### src/rtl/mn_ff_bank_arbiter.sv
// mn_ff_bank_arbiter: round-robin sequencer sharing a bank of negedge M/N flops among requesters.
// Define MN_ARB_VERIFY_EN to add the sticky readback-check output err.
module mn_ff_bank_arbiter #(
  parameter int NUM_REQ = 4,
  parameter int NUM_FF  = 8,
  parameter int IDX_W   = $clog2(NUM_FF)
) (
  input  logic                     clk,
  input  logic                     CLRn,
  input  logic [NUM_REQ-1:0]       req,
  input  logic [2*NUM_REQ-1:0]     op,
  input  logic [IDX_W*NUM_REQ-1:0] idx,
  input  logic [NUM_FF-1:0]        q_in,
  output logic [NUM_FF-1:0]        m_out,
  output logic [NUM_FF-1:0]        n_out,
  output logic [NUM_REQ-1:0]       gnt,
  output logic                     rdata,
  output logic                     busy
`ifdef MN_ARB_VERIFY_EN
  , output logic                   err
`endif
);
  localparam int RW = $clog2(NUM_REQ);
  typedef enum logic [1:0] {IDLE, APPLY, ACK} state_t;
  state_t state_q, state_d;
  logic [RW-1:0] rr_q, rr_d, win_q, win_d, win, c;
  logic [1:0] op_q, op_d;
  logic [IDX_W-1:0] idx_q, idx_d;
  logic [NUM_FF-1:0] m_q, m_d, n_q, n_d, sel;
  logic [NUM_REQ-1:0] gnt_q, gnt_d, req_m;
  logic mask_q, mask_d, rdata_q, rdata_d, busy_q, busy_d, hit, launch;
  logic [1:0] op_a [NUM_REQ];
  logic [IDX_W-1:0] idx_a [NUM_REQ];
  for (genvar g = 0; g < NUM_REQ; g++) begin : g_unpack
    assign op_a[g]  = op[2*g +: 2];
    assign idx_a[g] = idx[IDX_W*g +: IDX_W];
  end
  always_ff @(posedge clk or posedge CLRn)
    if (CLRn) state_q <= IDLE;
    else state_q <= state_d;
  // The previous winner is masked for one IDLE cycle so a slow deassert cannot double-grant.
  always_comb begin
    req_m = req & ~(mask_q ? (NUM_REQ'(1) << win_q) : '0);
    win = '0;
    c = '0;
    for (int j = NUM_REQ - 1; j >= 0; j--) begin
      c = RW'((int'(rr_q) + j) % NUM_REQ);
      win = req_m[c] ? c : win;
    end
    launch = state_q == IDLE && |req_m;
    state_d = launch ? APPLY : state_q == APPLY ? ACK : IDLE;
  end
  always_comb begin
    win_d = launch ? win : win_q;
    op_d = launch ? op_a[win] : op_q;
    idx_d = launch ? idx_a[win] : idx_q;
    for (int i = 0; i < NUM_FF; i++) sel[i] = idx_d == IDX_W'(i);
    hit = |(q_in & sel);
    m_d = launch ? ~sel | {NUM_FF{op_d[1]}} : '1;
    n_d = launch ? ~sel | {NUM_FF{op_d[0]}} : '1;
    gnt_d = state_q == APPLY ? NUM_REQ'(1) << win_q : '0;
    rdata_d = state_q == APPLY && hit;
    busy_d = state_d != IDLE;
    mask_d = state_q == ACK;
    rr_d = state_q == ACK ? (win_q == RW'(NUM_REQ - 1) ? '0 : win_q + 1'b1) : rr_q;
  end
  always_ff @(posedge clk or posedge CLRn)
    if (CLRn) begin
      rr_q    <= '0;
      win_q   <= '0;
      op_q    <= 2'b11;
      idx_q   <= '0;
      mask_q  <= 1'b0;
      m_q     <= '1;
      n_q     <= '1;
      gnt_q   <= '0;
      rdata_q <= 1'b0;
      busy_q  <= 1'b0;
    end else begin
      rr_q    <= rr_d;
      win_q   <= win_d;
      op_q    <= op_d;
      idx_q   <= idx_d;
      mask_q  <= mask_d;
      m_q     <= m_d;
      n_q     <= n_d;
      gnt_q   <= gnt_d;
      rdata_q <= rdata_d;
      busy_q  <= busy_d;
    end
  assign m_out = m_q;
  assign n_out = n_q;
  assign gnt   = gnt_q;
  assign rdata = rdata_q;
  assign busy  = busy_q;
`ifdef MN_ARB_VERIFY_EN
  logic pre_q, pre_d, err_q, err_d, exp_v;
  always_comb begin
    pre_d = state_q == IDLE ? hit : pre_q;
    exp_v = op_q == 2'b01 ? 1'b1 : op_q == 2'b10 ? 1'b0 : op_q == 2'b11 ? pre_q : ~pre_q;
    err_d = err_q | (state_q == APPLY && |sel && hit != exp_v);
  end
  always_ff @(posedge clk or posedge CLRn)
    if (CLRn) begin
      pre_q <= 1'b0;
      err_q <= 1'b0;
    end else begin
      pre_q <= pre_d;
      err_q <= err_d;
    end
  assign err = err_q;
`endif
endmodule

### config.mk
export PLATFORM = sky130hd
export DESIGN_NAME = mn_ff_bank_arbiter
export DESIGN_NICKNAME = d
export VERILOG_FILES = /design/src/rtl/mn_ff_bank_arbiter.sv
export SDC_FILE = /design/constraint.sdc
export NUM_CORES = 1
export LEC_CHECK = 0
export CAP_MARGIN = 20
export CELL_PAD_IN_SITES_DETAIL_PLACEMENT = 1
export CELL_PAD_IN_SITES_GLOBAL_PLACEMENT = 1
export CORE_ASPECT_RATIO = 0.8
export CORE_MARGIN = 4
export CORE_UTILIZATION = 37
export DETAILED_ROUTE_END_ITERATION = 8
export PLACE_DENSITY = 0.88
export SLEW_MARGIN = 20
export SYNTH_ARGS = -nofsm -noshare
export SYNTH_HDL_FRONTEND = slang
export SYNTH_SLANG_ARGS = --single-unit
### constraint.sdc
create_clock -name clk -period 3.7 [get_ports clk]
set_input_delay 0.555 -clock clk [delete_from_list [all_inputs] [get_ports clk]]
set_output_delay 0.555 -clock clk [all_outputs]
set_load 0.005 [all_outputs]
==> run summary, run 1 <==
Final-report setup violation count: 0
Reg2reg start: win_q[0]$_DFFE_PP0P_
Vias/cell: 5.18
Rel. slew slack: 0.588
Yosys top cell by area: dfstp_2
Pin count of the biggest net entering global routing: 33
Vias in the first global route: 1501
I/O pin cnt: 56
Post-CTS Setup Bufs: 0
Clk root buf: clkbuf_8
Comb pwr share: 0.525
# diodes: 0
Antenna viol nets, final: 0
Leak: 0.994 nW
Worst reg2reg endpoint: m_out[5]$_DFF_PP1_
Status: finished, final reports clean
Grt total ovfl: 0
Hold path start: state_q[0]$_DFF_PP0_
Post-DP HPWL: 3.67 mm
Setup TNS: 0 ps
Max Freq: 352 MHz
Final Max Slew Viols: 0
Arr. time, crit path: 3000 ps
Mapped Avg Cell Area: 11.3 um2
Netlist cell types: 42
Req. time, crit path: 3860 ps
Worst Hold End: mask_q$_DFF_PP0_
Layout cells sized above 1: 0.207
Cell area power density: 758 nW/um2
Antenna violations before repair: 0
Fraction of registers with async set/reset: 1.00
Worst Tran Pin Value: 617 ps
Worst-Skew Late Latency: 280 ps
Vias: 1374
Remaining DRCs: 0
Endpoints failing hold: 0
Cts hold-fix bufs: 0
H-tree levels: 2
TritonCTS clock tree: yes
Share of Yosys cell area claimed by the top area cell type: 0.253
Most frequent cells in the layout: clkdlybuf4s50_1 (55), nand2_1 (23), dfrtp_1 (16), dfstp_2 (16)
Post-CTS Resized: 0
Detailed Route Iter0 Violations: 60
Die Area: 5640 um2
Top post-synthesis cells by area: dfstp_2 (25%), dfrtp_1 (24%), mux2i_1 (5.4%), nand2_1 (5.2%), ha_1 (3.0%)
Die width: 83.0 um
Switching Fraction: 0.395
Fin nets: 245
Buffers on Ports: 55
Clk pin slew, worst setup/hold paths: 60 ps
Number of synthesized flops with an enable pin: 0
Routed len/inst: 17.9 um
Sequential power share: 0.317
Post-synthesis register bit count: 32
Dpl ws: 625 ps
Hold depth: 1
Synth Cell Area: 1660 um2
Area grow syn2layout: 42.7%
Row cnt: 21
Crit Path Class: primary input to register
Crit Path Max Fanout: 6
Clock power frac: 0.157
Sequential fraction of the synthesis area: 0.494
Drt total wl: 4.75 mm
CTS max path bufs: 2
Global-route wire length before repair: 7.60 mm
Post-synth top flop: dfstp_2
Overall Global Routing Usage: 0.174
Synth warn: 0
CTS Buf Count: 5
Pint: 1.09 mW
Core area: 4260 um2
Crit end category: register
Cell depth of the worst flop-to-flop path: 11
GPL Wtd Cong: 0.810
Period utilisation layout: 0.767
RSZ-0062 raised after global routing: false
Most common cell after layout, fill and taps aside: clkdlybuf4s50_1
Min Tclk post-route: 2840 ps
Hold WC Path Type: register to register
Drt first pass iters: 4
Syn nets: 185
DIE HEIGHT: 68.0 um
Setup crit start kind: primary input
Initial Util: 0.391
Final setup margin: 863 ps
Cell count after synthesis: 147
CTS Sinks: 32
Number of max-cap violations: 0
Setup Skew: 5.38 ps
Switching pwr: 0.711 mW
Peak VDD IR: 0.287 mV
R2R setup slack: 920 ps
==> metrics by stage <==
| stage | instance area (um2) | hold WS [ps] | power (mW) | utilization | std cells |
|---|---|---|---|---|---|
| finish | 2370 | 503 | 1.80 | 0.557 | 265 |
| CTS | 2370 | 493 | 1.81 | 0.557 | 265 |
| detailed placement | 2270 | 492 | 1.50 | 0.534 | 257 |
| global route | 2370 | 522 | 1.93 | 0.557 | 265 |
| global placement | 2270 | 479 | 1.44 | 0.534 | 257 |
| floorplan | 1660 | 449 | 1.16 | - | 147 |
==> critical path, stage by stage <==
cell             delay (ps)
clkdlybuf4s50_1         490
a21bo_2                 260
a21boi_1                270
o21a_1                  330
nand2_1                 170
o221a_2                 350
o41ai_2                 340
and4b_1                 220
==> logic make-up after synthesis <==
group / Yosys count / synth area share
buffers and inverters: 10 / 0.0256
and+or+nand+nor: 57 / 0.172
muxes: 14 / 0.0903
adders and majority gates: 4 / 0.0301
DFF: 32 / 0.494
AOI/OAI and AO/OA: 30 / 0.188
==> routing by layer <==
| metal | up-vias | wire, um | share of wire | GRT usage |
|---|---|---|---|---|
| li1 | 646 | - | - | - |
| met1 | 665 | 1880 | 0.40 | 0.187 |
| met2 | 50 | 2420 | 0.51 | 0.320 |
| met3 | 13 | 286 | 0.060 | 0.0529 |
| met4 | 0 | 166 | 0.035 | 0.0816 |
| met5 | - | 0 | 0 | 0 |
==> synthesized netlist by cell type, drive strengths merged, types with 2 or more instances <==
cell type   n
o211a       2
and3        2
o221ai      2
a21bo       2
o211ai      3
inv         8
mux2i       9
o31ai       3
a21boi      3
nor2b       4
nor2        9
dfrtp      16
o2111ai     2
buf         2
dfstp      16
o221a       2
and2        5
mux2        5
nand4       5
o21ai       3
nand2      23
ha          4
nand2b      4
==> power by group through the flow <==
stage | sequential, mW | clock, mW | combinational [mW]
global placement | 0.563 | 0 | 0.876
CTS | 0.571 | 0.289 | 0.949
detailed placement | 0.574 | 0 | 0.925
global route | 0.586 | 0.314 | 1.03
floorplan | 0.566 | 0 | 0.596
finish | 0.571 | 0.283 | 0.944
==> cell type report <==
type,instances,area (um2)
multi-input cells,105,800
clock buffers,8,100
inverters,8,30.0
flip-flops and latches,32,821
repair buffers,55,551
fillers,480,1880
well taps,57,71.3
==> flip-flops by register name, summed over array words and instances (netlist names) <==
register and flops:
win_q 2, mask_q 1, rr_q 2, n_out 8
rdata 1, gnt 4, busy 1, idx_q 3
m_out 8, state_q 2
==> worst max path at each step <==
stage	end	slack (ps)	from	cells after the start
floorplan	rdata$_DFF_PP0_	1260	win_q[0]$_DFFE_PP0P_	9
detailed placement	rdata$_DFF_PP0_	630	req[3]	8
global route	m_out[5]$_DFF_PP1_	720	win_q[0]$_DFFE_PP0P_	11
global placement	rdata$_DFF_PP0_	720	req[3]	8
finish	rdata$_DFF_PP0_	860	req[3]	8
CTS	rdata$_DFF_PP0_	870	req[3]	8
Power figures use the tool's default switching activity.
==> run 2, diff against run 1 <==
--- a/config.mk
+++ b/config.mk
@@ -10,9 +10,9 @@
 export CELL_PAD_IN_SITES_GLOBAL_PLACEMENT = 1
 export CORE_ASPECT_RATIO = 0.8
 export CORE_MARGIN = 4
-export CORE_UTILIZATION = 37
+export CORE_UTILIZATION = 31
 export DETAILED_ROUTE_END_ITERATION = 8
-export PLACE_DENSITY = 0.88
+export PLACE_DENSITY = 0.79
 export SLEW_MARGIN = 20
 export SYNTH_ARGS = -nofsm -noshare
 export SYNTH_HDL_FRONTEND = slang
==> constraint.sdc (replaced) <==
create_clock -name clk -period 2.29 [get_ports clk]
set_input_delay 0.3435 -clock clk [delete_from_list [all_inputs] [get_ports clk]]
set_output_delay 0.3435 -clock clk [all_outputs]
set_load 0.005 [all_outputs]
==> run summary, run 2 (synthesis gave the netlist of run 1 again) <==
Status: finished with violations
Failing checks: negative setup slack
Vias: 1609
Sequential cell area: 822 um2
Post-DP HPWL: 3.88 mm
Pwr Total: 3.99 mW
Crit end category: register
Vias in the first global route: 1733
Global-route wire length before repair: 9.07 mm
CTS max path bufs: 2
Antenna violations before repair: 0
Final core occ: 0.577
Arr. time, crit path: 2710 ps
Vias/cell: 5.28
Row cnt: 23
Cell area power density: 1360 nW/um2
Routed len/inst: 20.9 um
Overall Global Routing Usage: 0.179
Fin nets: 280
Final Max Slew Viols: 0
Worst path max stage delay: 410 ps
FILL cells: 528
Multi-input combinational cell area: 1050 um2
Number of max-cap violations: 0
Max Freq: 396 MHz
Crit path cell chain: buf_6 -> ha_4 -> a21bo_4 -> buf_4 -> nand3_4 -> o211a_4 -> mux2_4 -> and4_1 -> o41ai_2 -> and4b_1
Area grow syn2layout: 76.6%
Rel. slew slack: 0.631
Detailed Route Iter0 Violations: 107
Peak VDD IR: 0.429 mV
RSZ-0062 raised after global routing: true
Drt total wl: 6.37 mm
Hold WC Path Type: primary input to async pin
Most common cell after layout, fill and taps aside: clkdlybuf4s50_1
I/O pin cnt: 56
DIE HEIGHT: 73.5 um
Min Tclk post-route: 2530 ps
Worst Tran Pin Value: 553 ps
Buffers on Ports: 55
Core area: 5090 um2
Leak: 1.22 nW
Most frequent cells in the layout: clkdlybuf4s50_1 (55), buf_4 (28), dfstp_2 (16)
CP max-delay cell: dfrtp_1
GPL Wtd Cong: 0.793
CTS Buf Count: 5
Crit Path Max Fanout: 4
Clk root buf: clkbuf_8
Final-report setup violation count: 17
Crit Path Class: register to register
Final setup margin: -236 ps
Grt total ovfl: 0
Setup crit start kind: register
H-tree levels: 2
CTS Sinks: 32
Worst-Skew Late Latency: 290 ps
Req. time, crit path: 2480 ps
Initial Util: 0.326
Period utilisation layout: 1.10
Pin count of the biggest net entering global routing: 33
Drt first pass iters: 4
Antenna viol nets, final: 0
Setup Skew: 8.94 ps
Die Area: 6610 um2
# diodes: 0
TritonCTS clock tree: yes
Dpl ws: -463 ps
Endpoints failing hold: 0
Clk pin slew, worst setup/hold paths: 70 ps
Layout cells sized above 1: 0.465
Remaining DRCs: 0
Die width: 89.9 um
[run 2: changes by cell type in the layout (fill, tap and decap cells not counted), sizes merged]
cell / change
buf: +35
clkbuf: -1
clkinv: +1
[run 2: worst paths after layout]
kind	from	endpoint	slack, ps	depth (start not counted)
min in group clk	state_q[0]$_DFF_PP0_	mask_q$_DFF_PP0_	520	1
worst max-delay path	win_q[0]$_DFFE_PP0P_	rdata$_DFF_PP0_	-240	10
worst min-delay path	CLRn	rdata$_DFF_PP0_	450	3
max in group asynchronous	CLRn	m_out[6]$_DFF_PP1_	1500	3
worst max register to register	win_q[0]$_DFFE_PP0P_	rdata$_DFF_PP0_	-240	10
worst min register to register	state_q[0]$_DFF_PP0_	mask_q$_DFF_PP0_	520	1
[run 2: power by group]
part | switching, mW | leakage, nW | internal (mW)
registers | 0.161 | 0.369 | 0.805
logic | 1.25 | 0.792 | 1.28
clock network | 0.216 | 0.0534 | 0.279
[run 2: layout make-up]
cell class / count / area share
clock inverter: 1 / 0.00170
inverter: 8 / 0.0128
clock buffer: 7 / 0.0332
multi-input combinational: 105 / 0.357
sequential: 32 / 0.280
timing repair buffer: 90 / 0.289
tap: 62 / 0.0264
[run 2: repair_timing]
item                       CTS  global route
setup endpoints to repair   17            18
setup buffers                6             4
hold buffers                 0             0
gates resized for setup     40            22
pin swaps                    9            14
[run 2: per-layer routing]
metal | track usage | wire length (um)
met5 | 0 | 0
met4 | 0.0407 | 139
met3 | 0.0440 | 266
met2 | 0.313 | 3290
met1 | 0.228 | 2680
[run 2: worst max-delay path, delay by kind of cell (launching register included)]
kind	cells	cell delay, ps
simple gates	3	510
buf+inv	2	290
compound gates	3	720
flops	1	410
mux	1	320
fa+ha+maj	1	180
[run 2: metrics by stage]
step / std cells / cell area (um2) / hold slack, ps / setup TNS, ps
3_5_place_dp: 290 / 2530 / 486 / -6590
5_1_grt: 305 / 2940 / 489 / -3510
4_1_cts: 304 / 2830 / 471 / -1590
3_3_place_gp: 290 / 2530 / 471 / -4810
6_report: 305 / 2940 / 451 / -1950
2_1_floorplan: 147 / 1700 / 448 / -53.2
